**config.mk**
```make
export PLATFORM = sky130hd
export DESIGN_NAME = op_sequencer_flat
export DESIGN_NICKNAME = d
export VERILOG_FILES = /design/src/rtl/op_sequencer_if.sv /design/src/rtl/op_sequencer.sv /design/src/flat_wrapper.sv
export SDC_FILE = /design/constraint.sdc
export NUM_CORES = 1
export LEC_CHECK = 0
export BUFFER_PORTS_ARGS = -buffer_cell sky130_fd_sc_hd__buf_2
export CORE_AREA = 2 2 143 145
export CTS_CLUSTER_SIZE = 20
export DETAILED_ROUTE_END_ITERATION = 6
export DIE_AREA = 0 0 145 147
export PLACE_DENSITY = 0.74
export SLEW_MARGIN = 20
export SYNTH_ARGS = -nofsm -noshare
export SYNTH_HDL_FRONTEND = slang
export SYNTH_SLANG_ARGS = --single-unit
```
**constraint.sdc**
```tcl
create_clock -name i_clk -period 4.5 [get_ports i_clk]
set_input_delay 0.45 -clock i_clk [delete_from_list [all_inputs] [get_ports i_clk]]
set_output_delay 0.45 -clock i_clk [all_outputs]
set_load 0.05 [all_outputs]
```
**src/rtl/op_sequencer_if.sv**
```systemverilog
// Host-side handshake bundle for op_sequencer.
//   cmd_valid/cmd_ready/cmd_op : command push into the sequencer FIFO
//   wr_valid/wr_ready/wr_data  : write-data stream consumed during opcode 2
//   rd_valid/rd_ready/rd_data  : read-data stream produced during opcode 3
// master = host side, slave = sequencer side.
interface op_sequencer_if;
  logic        cmd_valid;
  logic        cmd_ready;
  logic [31:0] cmd_op;
  logic        wr_valid;
  logic        wr_ready;
  logic [31:0] wr_data;
  logic        rd_valid;
  logic        rd_ready;
  logic [31:0] rd_data;

  modport master (
    output cmd_valid, cmd_op, wr_valid, wr_data, rd_ready,
    input  cmd_ready, wr_ready, rd_valid, rd_data
  );

  modport slave (
    input  cmd_valid, cmd_op, wr_valid, wr_data, rd_ready,
    output cmd_ready, wr_ready, rd_valid, rd_data
  );
endinterface

```
**src/rtl/op_sequencer.sv**
```systemverilog
// op_sequencer: queues host commands and plays them out to the matrix
// controller one at a time, with a one-cycle operation=0 gap after each.
// Ports:
//   i_clk, i_reset      clock, synchronous active-high reset
//   io_host             host command / write-stream / read-stream bundle
//   o_operation         operation word to the controller
//   o_in_data           data word to the controller
//   o_ctl_enable        controller global enable
//   i_out_data          data word from the controller
//   o_busy              FSM not idle or commands queued
//   o_done              one-cycle command-complete pulse
//   o_err               sticky illegal-opcode flag
//
// state   | meaning
// IDLE    | pop next command (if any) and dispatch on its low nibble
// MATMUL  | hold opcode 1 for MM_CYCLES cycles
// WRITE   | stream XFER_WORDS host words into the controller
// READ    | stream XFER_WORDS controller words back to the host
// GAP     | one cycle with operation=0, done pulses
module op_sequencer #(
  parameter int FIFO_DEPTH = 4,
  parameter int XFER_WORDS = 64,
  parameter int MM_CYCLES  = 96
) (
  input  logic          i_clk,
  input  logic          i_reset,
  op_sequencer_if.slave io_host,
  output logic [31:0]   o_operation,
  output logic [31:0]   o_in_data,
  output logic          o_ctl_enable,
  input  logic [31:0]   i_out_data,
  output logic          o_busy,
  output logic          o_done,
  output logic          o_err
);
  localparam int AW = $clog2(FIFO_DEPTH);
  localparam int WW = $clog2(XFER_WORDS) + 1;
  localparam int CW = $clog2(MM_CYCLES) + 1;

  localparam logic [AW:0]   PTR_ONE   = 1;
  localparam logic [WW-1:0] WORD_ONE  = 1;
  localparam logic [WW-1:0] WORD_LAST = WW'(XFER_WORDS - 1);
  localparam logic [CW-1:0] CYC_ONE   = 1;
  localparam logic [CW-1:0] CYC_LAST  = CW'(MM_CYCLES - 1);

  typedef enum logic [2:0] {
    S_IDLE,
    S_MATMUL,
    S_WRITE,
    S_READ,
    S_GAP
  } state_t;

  state_t        r_state;
  state_t        w_state_nxt;
  logic [31:0]   r_fifo [FIFO_DEPTH];
  logic [AW:0]   r_wr_ptr;
  logic [AW:0]   r_rd_ptr;
  logic [31:0]   r_cur_op;
  logic [WW-1:0] r_word_cnt;
  logic [CW-1:0] r_cyc_cnt;
  logic          r_err;

  logic          w_empty;
  logic          w_full;
  logic          w_push;
  logic          w_pop;
  logic          w_wr_beat;
  logic          w_rd_beat;
  logic [31:0]   w_head;
  logic [3:0]    w_head_code;

  // Pointers carry one extra wrap bit so full and empty are distinguishable.
  assign w_empty     = (r_wr_ptr == r_rd_ptr);
  assign w_full      = (r_wr_ptr[AW] != r_rd_ptr[AW]) &&
                       (r_wr_ptr[AW-1:0] == r_rd_ptr[AW-1:0]);
  // Push only when not full, so push+pop on a full FIFO cannot occur.
  assign w_push      = io_host.cmd_valid && !w_full;
  assign w_pop       = (r_state == S_IDLE) && !w_empty;
  assign w_head      = r_fifo[r_rd_ptr[AW-1:0]];
  assign w_head_code = w_head[3:0];
  assign w_wr_beat   = (r_state == S_WRITE) && io_host.wr_valid;
  assign w_rd_beat   = (r_state == S_READ) && io_host.rd_ready;
  assign o_err       = r_err;

  always_ff @(posedge i_clk) begin
    if (i_reset) r_state <= S_IDLE;
    else         r_state <= w_state_nxt;
  end

  always_comb begin
    w_state_nxt = r_state;
    case (r_state)
      S_IDLE: begin
        if (w_pop) begin
          case (w_head_code)
            4'd1:    w_state_nxt = S_MATMUL;
            4'd2:    w_state_nxt = S_WRITE;
            4'd3:    w_state_nxt = S_READ;
            default: w_state_nxt = S_IDLE;
          endcase
        end
      end
      S_MATMUL: if (r_cyc_cnt == CYC_LAST) w_state_nxt = S_GAP;
      S_WRITE:  if (w_wr_beat && r_word_cnt == WORD_LAST) w_state_nxt = S_GAP;
      S_READ:   if (w_rd_beat && r_word_cnt == WORD_LAST) w_state_nxt = S_GAP;
      S_GAP:    w_state_nxt = S_IDLE;
      default:  w_state_nxt = S_IDLE;
    endcase
  end

  // Outputs are forced to their idle values while reset is asserted, so a
  // mid-command reset never shows a stale operation or a done pulse.
  always_comb begin
    o_operation       = '0;
    o_in_data         = '0;
    o_ctl_enable      = 1'b1;
    o_done            = 1'b0;
    o_busy            = (r_state != S_IDLE) || !w_empty;
    io_host.cmd_ready = !w_full;
    io_host.wr_ready  = 1'b0;
    io_host.rd_valid  = 1'b0;
    io_host.rd_data   = '0;
    if (i_reset) begin
      o_busy            = 1'b0;
      io_host.cmd_ready = 1'b1;
    end else begin
      case (r_state)
        S_IDLE:   o_done = w_pop && (w_head_code == 4'd0);
        S_MATMUL: o_operation = r_cur_op;
        S_WRITE: begin
          o_operation      = r_cur_op;
          io_host.wr_ready = 1'b1;
          o_in_data        = io_host.wr_data;
          o_ctl_enable     = io_host.wr_valid;
        end
        S_READ: begin
          o_operation      = r_cur_op;
          io_host.rd_valid = 1'b1;
          io_host.rd_data  = i_out_data;
          o_ctl_enable     = io_host.rd_ready;
        end
        S_GAP:    o_done = 1'b1;
        default:  o_done = 1'b0;
      endcase
    end
  end

  always_ff @(posedge i_clk) begin
    if (w_push && !i_reset) r_fifo[r_wr_ptr[AW-1:0]] <= io_host.cmd_op;
  end

  always_ff @(posedge i_clk) begin
    if (i_reset) begin
      r_wr_ptr   <= '0;
      r_rd_ptr   <= '0;
      r_cur_op   <= '0;
      r_word_cnt <= '0;
      r_cyc_cnt  <= '0;
      r_err      <= 1'b0;
    end else begin
      if (w_push) r_wr_ptr <= r_wr_ptr + PTR_ONE;
      if (w_pop) begin
        r_rd_ptr   <= r_rd_ptr + PTR_ONE;
        r_cur_op   <= w_head;
        r_word_cnt <= '0;
        r_cyc_cnt  <= '0;
        if (w_head_code >= 4'd4) r_err <= 1'b1;
      end
      // Counters stop one past their terminal value when the state exits,
      // and the extra bit keeps that from wrapping.
      if (r_state == S_MATMUL)    r_cyc_cnt  <= r_cyc_cnt + CYC_ONE;
      if (w_wr_beat || w_rd_beat) r_word_cnt <= r_word_cnt + WORD_ONE;
    end
  end
endmodule

```
**src/flat_wrapper.sv**
```systemverilog
// flat-port wrapper written by rule: the top's interface ports become plain ports
module op_sequencer_flat 
#(
  parameter int FIFO_DEPTH = 4,
  parameter int XFER_WORDS = 64,
  parameter int MM_CYCLES  = 96
)
  (i_clk, i_reset, o_operation, o_in_data, o_ctl_enable, i_out_data, o_busy, o_done, o_err, io_host_cmd_valid, io_host_cmd_op, io_host_wr_valid, io_host_wr_data, io_host_rd_ready, io_host_cmd_ready, io_host_wr_ready, io_host_rd_valid, io_host_rd_data);
  op_sequencer_if io_host_i ();
  input  logic i_clk;
  input  logic i_reset;
  output logic [31:0] o_operation;
  output logic [31:0] o_in_data;
  output logic o_ctl_enable;
  input  logic [31:0] i_out_data;
  output logic o_busy;
  output logic o_done;
  output logic o_err;
  input wire logic [$bits(io_host_i.cmd_valid)-1:0] io_host_cmd_valid;
  input wire logic [$bits(io_host_i.cmd_op)-1:0] io_host_cmd_op;
  input wire logic [$bits(io_host_i.wr_valid)-1:0] io_host_wr_valid;
  input wire logic [$bits(io_host_i.wr_data)-1:0] io_host_wr_data;
  input wire logic [$bits(io_host_i.rd_ready)-1:0] io_host_rd_ready;
  output wire logic [$bits(io_host_i.cmd_ready)-1:0] io_host_cmd_ready;
  output wire logic [$bits(io_host_i.wr_ready)-1:0] io_host_wr_ready;
  output wire logic [$bits(io_host_i.rd_valid)-1:0] io_host_rd_valid;
  output wire logic [$bits(io_host_i.rd_data)-1:0] io_host_rd_data;
  assign io_host_i.cmd_valid = io_host_cmd_valid;
  assign io_host_i.cmd_op = io_host_cmd_op;
  assign io_host_i.wr_valid = io_host_wr_valid;
  assign io_host_i.wr_data = io_host_wr_data;
  assign io_host_i.rd_ready = io_host_rd_ready;
  assign io_host_cmd_ready = io_host_i.cmd_ready;
  assign io_host_wr_ready = io_host_i.wr_ready;
  assign io_host_rd_valid = io_host_i.rd_valid;
  assign io_host_rd_data = io_host_i.rd_data;
  op_sequencer #(.FIFO_DEPTH(FIFO_DEPTH), .XFER_WORDS(XFER_WORDS), .MM_CYCLES(MM_CYCLES)) u_core (.i_clk(i_clk), .i_reset(i_reset), .io_host(io_host_i), .o_operation(o_operation), .o_in_data(o_in_data), .o_ctl_enable(o_ctl_enable), .i_out_data(i_out_data), .o_busy(o_busy), .o_done(o_done), .o_err(o_err));
endmodule
```
==> results.sh <==
export IMPL_layout_common_cells="buf_2 (203), edfxtp_1 (128), and2_1 (96), nand2_1 (76), dfxtp_1 (57)"
export IMPL_yosys_warnings=0
export IMPL_ctsResizeCount=0
export IMPL_synth_top_cell_area_share_pct=49.4
export IMPL_path_clk_slew_ps=70
export IMPL_start_util_pct=39.2
export IMPL_fin_skew_ps=7.70
export IMPL_timing_rr_end="u_core.r_word_cnt[2]"
export IMPL_htree_levels=4
export IMPL_hpwl_um=12600
export IMPL_wire_per_inst_um=17.3
export IMPL_netlist_instances=584
export IMPL_cts_tree="built"
export IMPL_antenna_found_initial=5
export IMPL_dieArea_um2=21300
export IMPL_grt_max_degree=41
export IMPL_cts_made_buffers=17
export IMPL_place_area_um2=9050
export IMPL_design_power_total_w=0.00525
export IMPL_p_leak_nw=3.83
export IMPL_grt_pass1_wl_um=28300
export IMPL_routed_wl_um=18500
export IMPL_synth_seq_cells=187
export IMPL_fp_dieH_um=147
export IMPL_syn_area_um2=7780
export IMPL_synth_edff_count=128
export IMPL_hp_class="in -> reg"
export IMPL_required_ps=4050
export IMPL_maxSlewViolCount=0
export IMPL_synthArstFlopShare_pct=0
export IMPL_r2r_start="u_core.r_state[0]"
export IMPL_fill_cells=1728
export IMPL_vias=5235
export IMPL_tns_ps=0
export IMPL_grt_pass1_vias=5124
export IMPL_cp_endpoint="o_done"
export IMPL_fin_ws_ps=1230
export IMPL_cp_start_kind="register"
export IMPL_clk_latency_ps=420
export IMPL_fmax_ghz=0.306
export IMPL_max_vdd_ir_drop_uv=360
export IMPL_viasPerCell=4.91
export IMPL_ys_seq_area_share_pct=64.6
export IMPL_postCtsSetupRepairBufs=0
export IMPL_worstPathMaxFanout=20
export IMPL_dp_cells=1030
export IMPL_period_share_pct=72.7
export IMPL_pre_cts_ws_ps=1590
export IMPL_cts_path_max_buffers=2
export IMPL_grt_use_total_pct=17.4
export IMPL_final_layout_size_suffix_gt1_share_pct=36.5
export IMPL_antenna_left=0
export IMPL_portBuffers=203
export IMPL_drc=0
export IMPL_first_pass_iters=4
export IMPL_dieWidth_um=145
export IMPL_hold_buffers=0
export IMPL_nets=887
export IMPL_yosysTopAreaCell="edfxtp_1"
export IMPL_yosys_top_cells_area="edfxtp_1 (49%), dfxtp_1 (15%), mux4_2 (9.3%)"
export IMPL_drt_iter0_markers=360
export IMPL_worstSetupPathType="reg -> out"
export IMPL_worst_pin_slew_ps=940
export IMPL_finalHoldViolCount=0
export IMPL_cts_root_buf="clkbuf_16"
export IMPL_yosys_most_used_dff="edfxtp_1"
export IMPL_outcome="finished clean"
export IMPL_rsz0062_at_grt="no"
export IMPL_crit_path_end_kind="output port"
export IMPL_postLayoutCellArea_um2=9650
export IMPL_stdcell_count=1067
export IMPL_synth_fp_nets=692
export IMPL_synth_distinct_cells=46
export IMPL_powerDensity_nw_per_um2=544
export IMPL_setup_viol=0
export IMPL_cp_arrival_ps=2820
export IMPL_layout_commonest_cell="buf_2"
export IMPL_reg2reg_setup_slack_ps=2000
export IMPL_globalplace_congestion=0.714
export IMPL_cap_violations=0
export IMPL_area_growth_pct=24.0
export IMPL_core_um2=19800
export IMPL_ioPinCount=204
export IMPL_syn_mean_instance_area_um2=13.3
export IMPL_max_slew_margin_pct=37.3
export IMPL_rows=52
export IMPL_grt_overflow_total=0
export IMPL_min_period_ps=3270
export IMPL_r2r_cells=5
export IMPL_clock_sinks=187
[report_power, final]
| group | total [W] | switching (W) | internal (W) | leakage (nW) |
|---|---|---|---|---|
| Sequential | 0.00227 | 0.000214 | 0.00206 | 1.65 |
| Clock | 0.00149 | 0.000655 | 0.000832 | 0.283 |
| Combinational | 0.00149 | 0.000947 | 0.000546 | 1.91 |
| Total | 0.00525 | 0.00182 | 0.00344 | 3.83 |
[worst max-delay path, cell delays in order, from the launching register on]
cell and delay, ps:
dfxtp_2 810, mux4_2 600, or2_4 280, nor4_2 300, a31o_1 150, buf_2 260
[synthesized netlist by cell type (2+ instances only)]
| library cell | number |
|---|---|
| dfxtp_1 | 59 |
| ha_1 | 7 |
| clkbuf_1 | 18 |
| nor2_1 | 26 |
| nand4b_1 | 2 |
| inv_1 | 4 |
| o31ai_1 | 2 |
| o21a_1 | 2 |
| and3_1 | 3 |
| nor3_1 | 9 |
| mux2i_1 | 2 |
| nand3b_1 | 2 |
| a21oi_1 | 47 |
| buf_4 | 6 |
| o21ai_0 | 7 |
| or4_1 | 2 |
| and2_1 | 99 |
| buf_2 | 8 |
| nand2_1 | 76 |
| nand3_1 | 6 |
| xnor2_1 | 5 |
| edfxtp_1 | 128 |
| nor2b_1 | 2 |
| xor2_1 | 5 |
| mux4_2 | 32 |
| nor3b_2 | 3 |
| nand4_1 | 3 |
[metal layers]
| layer | vias to the layer above | track usage [%] | part of all wire, % |
|---|---|---|---|
| li1 | 2491 | - | - |
| met1 | 2528 | 19.0 | 38 |
| met2 | 194 | 31.3 | 53 |
| met3 | 22 | 5.06 | 6.2 |
| met4 | 0 | 7.97 | 3.3 |
| met5 | - | 0 | 0 |
[registers in the layout (all words and copies together) (netlist names), named ones only]
name               flops
u_core.o_err           1
u_core.r_wr_ptr        3
u_core.r_word_cnt      7
u_core.r_cyc_cnt       8
u_core.r_rd_ptr        3
u_core.r_state         3
u_core.r_cur_op       32
u_core.r_fifo        128
[per-stage QoR]
stage,utilization [%],hold WS (ps)
after detailed placement,45.6,442
after floorplan,-,432
after CTS,48.6,225
final,48.7,242
after global routing,48.6,222
after global placement,45.6,440
[layout make-up]
type	count	area, µm²	share of cell area, %
clock inverter	14	159	1.65
multi-input combinational	359	2610	27.0
inverter	4	15.0	0.156
tap	270	338	3.50
antenna	5	12.5	0.130
clock buffer	18	429	4.45
timing repair buffer	210	1070	11.1
sequential	187	5030	52.1
[logic make-up (layout without fill, tap and decap cells)]
logic type | Yosys count | in the layout | synth area share (%)
adders and majority gates | 7 | 7 | 1.13
buffers and inverters | 38 | 246 | 2.35
other | 0 | 5 | 0
muxes | 35 | 35 | 9.66
AOI/OAI and AO/OA | 66 | 66 | 4.74
and+or+nand+nor | 241 | 241 | 16.4
DFF | 187 | 187 | 64.6
xor gates and xnor gates | 10 | 10 | 1.13
[worst min path at each step]
stage / start / endpoint / depth (start not counted)
global route: io_host_cmd_op[2] / u_core.r_fifo[2][2] / 1
detailed placement: u_core.r_cur_op[6] / u_core.r_cur_op[6] / 2
CTS: io_host_cmd_op[2] / u_core.r_fifo[1][2] / 1
floorplan: u_core.r_cur_op[0] / u_core.r_cur_op[0] / 2
finish: io_host_cmd_op[2] / u_core.r_fifo[2][2] / 1
global placement: u_core.r_cur_op[13] / u_core.r_cur_op[13] / 2
Note: power is estimated with default switching activity, not from simulation.
